--- src/rtl/serial_word_deser.sv ---
// serial_word_deser: LSB-first serial-to-parallel deserializer with framing check and FWFT output FIFO
module serial_word_deser #(
    parameter int DATA_WIDTH = 24,
    parameter int FIFO_DEPTH = 4
) (
    input  logic                        i_clk,
    input  logic                        i_rst,
    input  logic                        i_en,
    input  logic                        i_din,
    input  logic                        i_din_valid,
    output logic [DATA_WIDTH-1:0]       o_word,
    output logic                        o_word_valid,
    input  logic                        i_word_ready,
    output logic [$clog2(FIFO_DEPTH):0] o_count,
    output logic                        o_frame_err,
    output logic                        o_overflow,
    output logic [7:0]                  o_err_cnt
);
    localparam int CW = $clog2(DATA_WIDTH);
    localparam int AW = $clog2(FIFO_DEPTH);
    localparam logic [CW-1:0] LAST = CW'(DATA_WIDTH - 1);
    localparam logic [AW:0] FULL = (AW + 1)'(FIFO_DEPTH);
    localparam logic [0:0] S_SHIFT = 1'b0;
    localparam logic [0:0] S_HUNT = 1'b1;

    logic [0:0] state;
    logic [CW-1:0] bit_cnt;
    logic [DATA_WIDTH-1:0] shreg, sh_next;
    logic [DATA_WIDTH-1:0] mem [FIFO_DEPTH];
    logic [AW-1:0] wr_ptr, rd_ptr;
    logic shifting, last, push, pop, full, wr, bad;

    assign shifting = i_en && state == S_SHIFT;
    assign last = bit_cnt == LAST;
    assign push = shifting && i_din_valid && last;
    assign bad = shifting && (i_din_valid != last);
    assign full = o_count == FULL;
    assign pop = o_word_valid && i_word_ready;
    assign wr = push && (!full || pop);
    assign o_word_valid = o_count != '0;
    assign o_word = o_word_valid ? mem[rd_ptr] : '0;

    // current shift register with the incoming bit merged in; this is also the word pushed on a good marker
    always_comb begin
        sh_next = shreg;
        sh_next[bit_cnt] = i_din;
    end

    // framing FSM: assemble bits in S_SHIFT, skip bits in S_HUNT until a marker resynchronises
    always_ff @(posedge i_clk) begin
        if (!i_rst) begin
            state <= S_SHIFT;
            bit_cnt <= '0;
            shreg <= '0;
        end else if (i_en) begin
            if (state == S_HUNT) begin
                state <= i_din_valid ? S_SHIFT : S_HUNT;
                bit_cnt <= '0;
            end else begin
                shreg <= sh_next;
                bit_cnt <= (i_din_valid || last) ? '0 : bit_cnt + CW'(1);
                state <= (!i_din_valid && last) ? S_HUNT : S_SHIFT;
            end
        end
    end

    // FIFO storage, written only when the word is actually accepted
    always_ff @(posedge i_clk) begin
        if (wr)
            mem[wr_ptr] <= sh_next;
    end

    // FIFO pointers and occupancy; a push into a full FIFO succeeds only if a pop frees a slot the same cycle
    always_ff @(posedge i_clk) begin
        if (!i_rst) begin
            wr_ptr <= '0;
            rd_ptr <= '0;
            o_count <= '0;
            o_overflow <= 1'b0;
        end else begin
            if (wr)
                wr_ptr <= wr_ptr + AW'(1);
            if (pop)
                rd_ptr <= rd_ptr + AW'(1);
            o_count <= o_count + (AW + 1)'(wr) - (AW + 1)'(pop);
            o_overflow <= push && full && !pop;
        end
    end

    // framing error pulse and its saturating counter
    always_ff @(posedge i_clk) begin
        if (!i_rst) begin
            o_frame_err <= 1'b0;
            o_err_cnt <= '0;
        end else begin
            o_frame_err <= bad;
            if (bad && o_err_cnt != 8'hFF)
                o_err_cnt <= o_err_cnt + 8'd1;
        end
    end
endmodule
--- config.mk ---
export PLATFORM = sky130hd
export DESIGN_NAME = serial_word_deser
export DESIGN_NICKNAME = d
export VERILOG_FILES = /design/src/rtl/serial_word_deser.sv
export SDC_FILE = /design/constraint.sdc
export NUM_CORES = 1
export LEC_CHECK = 0
export BUFFER_PORTS_ARGS = -buffer_cell sky130_fd_sc_hd__buf_2
export CAP_MARGIN = 25
export CORE_ASPECT_RATIO = 1.4
export CORE_MARGIN = 1.5
export CORE_UTILIZATION = 23
export CTS_CLUSTER_DIAMETER = 200
export DETAILED_ROUTE_END_ITERATION = 6
export GPL_TIMING_DRIVEN = 0
export PLACE_DENSITY_LB_ADDON = 0.08
export SYNTH_ARGS = -nofsm -noshare
export SYNTH_HDL_FRONTEND = slang
export SYNTH_SLANG_ARGS = --single-unit
--- constraint.sdc ---
create_clock -name i_clk -period 5.45 [get_ports i_clk]
set_input_delay 0 -clock i_clk [delete_from_list [all_inputs] [get_ports i_clk]]
set_output_delay 0 -clock i_clk [all_outputs]
set_load 0.01 [all_outputs]
# Yosys cells after proc, flatten, opt, wreduce, memory -nomap -nowiden
# Memory sizes are Yosys's and may differ from the RTL's. A register that Yosys moved wholly into a read port is not among the register bits.
# Index checks and enable logic that the tools add are counted.
# word_totals
mem_bits_rw,96
in_bits,6
elab_cells,54
reg_bits,47
mem_count,1
# memory_table
memory,words,width,read_ports,rd_clocked_by_memory_dff,write_ports,line,source
mem,4,24,1,1,1,29,logic [DATA_WIDTH-1:0] mem [FIFO_DEPTH];
# op_classes
eq_ne,4
n_reduce_logical,18
bitwise,1
n_lt_le_gt_ge,2
add_sub_neg,6
mux,13
# ops
operator,count
$bwmux W24,1
$mux W24,1
$logic_and A1 B1 Y1,11
$mux W5,2
$add A8 B1 Y8 const B,1
$ne A8 B8 Y1 const B,1
$lt A5 B6 Y1 const B,1
$mux W1,6
$add A5 B1 Y5 const B,1
$demux W1 S5,1
$eq A5 B5 Y1 const B,1
$ge A5 B1 Y1 const B,1
$add A2 B1 Y2 const B,2
$mux W2,2
$add A3 B1 Y3,1
$eq A3 B3 Y1 const B,1
$logic_not A1 Y1,3
$reduce_bool A3 Y1,1
$sub A3 B1 Y3,1
$logic_or A1 B1 Y1,2
$reduce_and A2 Y1,1
$ne A1 B1 Y1,1
$not A1 Y1,1

# Logic depth before layout (Yosys ltp)
# logic_depth
ltp_word,7
depth_mapped,10

# Worst setup path after synthesis
# OpenSTA, ideal clock, no wires.
# synth_timing
path_kind,reg-to-reg
startpoint,register bit_cnt[0]
endpoint,register o_count[2]
stages_incl_launch_ff,11
arrival_ns,2.338
t_required_ns,5.335
setup_slack_ns,2.997
path_buffers,0
path_cell_list,dfxtp_1 > ha_1 > nand4b_2 > nor3_4 > inv_1 > ha_1 > inv_1 > ha_1 > fa_1 > xnor2_1 > and2_1
# synth_via
elab_chain_len,5
# synth_rtl
element,line,source
"start, declared",27,logic [CW-1:0] bit_cnt;
"start signal, assigned",61,bit_cnt <= (i_din_valid || last) ? '0 : bit_cnt + CW'(1);
$eq A5 B5 Y1,34,assign last = bit_cnt == LAST;
$logic_and A1 B1 Y1,35,assign push = shifting && i_din_valid && last;
$logic_and A1 B1 Y1,39,assign wr = push && (!full || pop);
$add A3 B1 Y3,85,o_count <= o_count + (AW + 1)'(wr) - (AW + 1)'(pop);
$sub A3 B1 Y3,85,
"end signal, assigned",85,
"end, declared",14,"output logic [$clog2(FIFO_DEPTH):0] o_count,"
# Every way passes these cells.
# A chain may end at the register's enable or synchronous reset.

# Worst setup path after layout
# Same ends and word-level chain as after synthesis.

==> impl_metrics.env <==
export IMPL_rsz0062_at_grt="no"
export IMPL_yosysSeqAreaShare=0.610
export IMPL_syn_avg_cell_area_um2=14.2
export IMPL_clockRootBuffer="clkbuf_16"
export IMPL_tritoncts="yes"
export IMPL_drv_slew=0
export IMPL_numPortBuffers=42
export IMPL_synth_edf_count=96
export IMPL_avgRoutedWirePerCell_um=16.6
export IMPL_synth_flop_cell="edfxtp_1"
export IMPL_hold_violations=0
export IMPL_fin_skew_ns=0.0104
export IMPL_crit_top_cell="ha_1"
export IMPL_slew_headroom=0.457
export IMPL_num_rows=71
export IMPL_pwr_share_comb=0.203
export IMPL_grt_ovfl_total=0
export IMPL_synth_seq_cells=145
export IMPL_layout_drive_gt1_share=0.273
export IMPL_async_flop_share=0
export IMPL_grt_pass1_wl_um=23400
export IMPL_first_pass_iters=4
export IMPL_critPathKind="register to register"
export IMPL_finalCritPeriodShare=0.522
export IMPL_initial_utilization=0.235
export IMPL_p_clk_frac=0.401
export IMPL_syn_to_final_growth_pct=20.9
export IMPL_gr_usage_all_layers=0.115
export IMPL_synth_nets=467
export IMPL_startpoint="bit_cnt[0]"
export IMPL_hold_start="i_rst"
export IMPL_die_y_um=199
export IMPL_period_minus_slack_ns=2.84
export IMPL_pwr_share_seq=0.396
export IMPL_cp_max_fo=9
export IMPL_outcome="completed"
export IMPL_cap_violations=0
export IMPL_swShare=0.256
export IMPL_cts_buffers_inserted=17
export IMPL_worst_pin_slew_ns=0.815
export IMPL_intPower_uw=2300
export IMPL_finalSetupTns_ns=0
export IMPL_critPathArrivalTime_ns=3.17
export IMPL_peakVddDrop_v=0.000184
export IMPL_route_detailed_drc=0
export IMPL_worstPathRequired_ns=5.77
export IMPL_power_switching_uw=792
export IMPL_timing_rr_start="bit_cnt[0]"
export IMPL_num_io_pins=44
export IMPL_fin_nets=531
export IMPL_clock_latency_ns=0.42
export IMPL_die_area_um2=28600
export IMPL_netlist_area_um2=6330
export IMPL_antenna_found_initial=0
export IMPL_cts_sinks=145
export IMPL_power_density_nw_per_um2=404
export IMPL_post_dp_hpwl_um=9820
export IMPL_fmax_mhz=352
export IMPL_cts_buffer_depth=2
export IMPL_clk_pin_slew_ns=0.06
export IMPL_via_per_inst=4.16
export IMPL_n_antenna_cell=0
export IMPL_grt_max_degree=25
export IMPL_hp_class="input pin to register"
export IMPL_yosysWarnings=0
export IMPL_cp_start_kind="register"
export IMPL_cts_resized=0
export IMPL_leakagePower_uw=0.00272
export IMPL_ys_types=46
export IMPL_grt_pass1_vias=3972
export IMPL_wirelength_um=14700
export IMPL_htree_levels=4
export IMPL_instances_no_fill=888
export IMPL_syn_inst=447
export IMPL_ant_nets=0
export IMPL_dp_cells=854
export IMPL_slowest_delay_ns=0.40
export IMPL_core_um2=27000
export IMPL_first_iter_violations=163
export IMPL_slowest_stage="dfxtp_1"
export IMPL_path_cells="ha_1 > nand4b_2 > nor3_4 > inv_1 > ha_1 > inv_1 > ha_1 > fa_1 > xnor2_1 > and2_1"
export IMPL_die_x_um=143
export IMPL_cts_setup_buffers=0
export IMPL_num_vias=3696
export IMPL_setup_viol_count_final=0
export IMPL_gp_routability_congestion=0.727
export IMPL_end_kind="register"
registers in the layout, summed over array words and instances, names as in the netlist, named ones only:
name	flops
wr_ptr	2
o_frame_err	1
rd_ptr	2
mem	96
state	1
o_count	3
bit_cnt	5
o_overflow	1
shreg	24
o_err_cnt	8
critical path: cells and delay by family (launching register included):
kind	cells	cell delay, ns
buffers and inverters	2	0.12
XOR/XNOR	1	0.13
flip-flops	1	0.40
AND/OR/NAND/NOR	3	0.86
adder cells (fa/ha/maj)	4	1.22
power groups by stage:
| stage | Combinational (µW) | Sequential, µW | Clock, µW |
|---|---|---|---|
| global route | 711 | 1230 | 1320 |
| finish | 628 | 1230 | 1240 |
| global placement | 655 | 1250 | 0 |
| floorplan | 415 | 1250 | 0 |
| detailed placement | 658 | 1250 | 0 |
| CTS | 659 | 1230 | 1270 |
routing by layer:
layer  GRT usage  up-vias  part of all wire
met1       0.130     1828              0.41
li1            -     1769                 -
met2       0.201       74              0.53
met5           0        -                 0
met4      0.0540        0             0.023
met3      0.0290       25             0.037
logic make-up (layout without fill, tap and decap cells):
group                    after synthesis  in the layout  synth area share
multiplexers                          51             51             0.136
AO/OA/AOI/OAI                         42             42            0.0393
flip-flops                           145            145             0.610
adder cells (fa/ha/maj)               14             14            0.0288
buffers and inverters                 38            114            0.0245
AND/OR/NAND/NOR                      147            147             0.148
XOR/XNOR                              10             10            0.0138
Yosys cell counts (2+ instances only):
library cell	number	area [µm²]
nand4_1	2	12.5
nand2_1	9	33.8
or3_1	3	18.8
mux2_4	5	75.1
a21oi_1	3	15.0
nor2_1	41	154
nand2b_1	2	12.5
and3_1	4	25.0
mux2_2	13	146
dfxtp_1	49	981
a21boi_1	2	15.0
nand3b_1	2	15.0
nand4b_1	8	70.1
mux4_2	24	541
clkbuf_1	18	67.6
nor2b_1	10	62.6
buf_2	6	30.0
ha_1	13	163
and2_1	41	257
and4bb_2	12	150
inv_1	10	37.5
nand3_1	3	15.0
o21ba_2	3	30.0
nor3b_1	4	30.0
mux2_1	6	67.6
buf_1	2	7.51
edfxtp_1	96	2880
xnor2_1	9	78.8
o21ai_0	28	140
mux2i_1	3	30.0
placed cells by master (no fill, tap or decap), drive strengths merged, types with 2 or more instances in the layout:
master       instances
mux2i                3
bufinv               5
nand2b               2
ha                  13
or3                  3
nor3                 3
o21ba                4
o21ai               29
nand4                2
inv                 11
nand2                9
nand3b               2
nor2b               10
dlygate4sd3          3
a21oi                3
and3                 4
buf                 51
clkinv               6
dfxtp               49
nor3b                5
xnor2                9
a21boi               2
clkbuf              37
o211ai               2
nor2                41
nand3                3
edfxtp              96
mux2                24
and2                41
and4bb              12
mux4                24
nand4b               9
final cells by class:
class,count,area [µm²]
tap,365,457
multi-input combinational,264,2320
inverter,10,37.5
clock buffer,18,429
sequential,145,3860
buffer,28,118
clock inverter,13,191
fill,2836,19300
timing repair buffer,45,240
final timing paths:
kind | cells past startpoint | slack [ns] | endpoint
max | 10 | 2.61 | o_count[2]
min | 2 | 0.03 | rd_ptr[0]
max reg2reg | 10 | 2.61 | o_count[2]
min reg2reg | 2 | 0.51 | shreg[23]
through the flow:
step / total power, µW / utilization / hold slack, ns / instance area, µm² / worst slack (ns)
6_report: 3090 / 0.283 / 0.0305 / 7660 / 2.61
5_1_grt: 3260 / 0.283 / 0.0531 / 7660 / 2.40
4_1_cts: 3160 / 0.283 / 0.0290 / 7660 / 2.56
3_5_place_dp: 1910 / 0.259 / 0.343 / 7010 / 2.57
3_3_place_gp: 1900 / 0.259 / 0.345 / 7000 / 2.16
2_1_floorplan: 1660 / - / 0.181 / 6330 / 3.00
timing repair:
| action | 4_1_cts | 5_1_grt |
|---|---|---|
| hold buffers | 3 | 0 |
| endpoints found under the hold margin | 2 | 0 |
| setup endpoints to repair | 0 | 0 |
No activity file was read; power rests on OpenSTA's default activity.
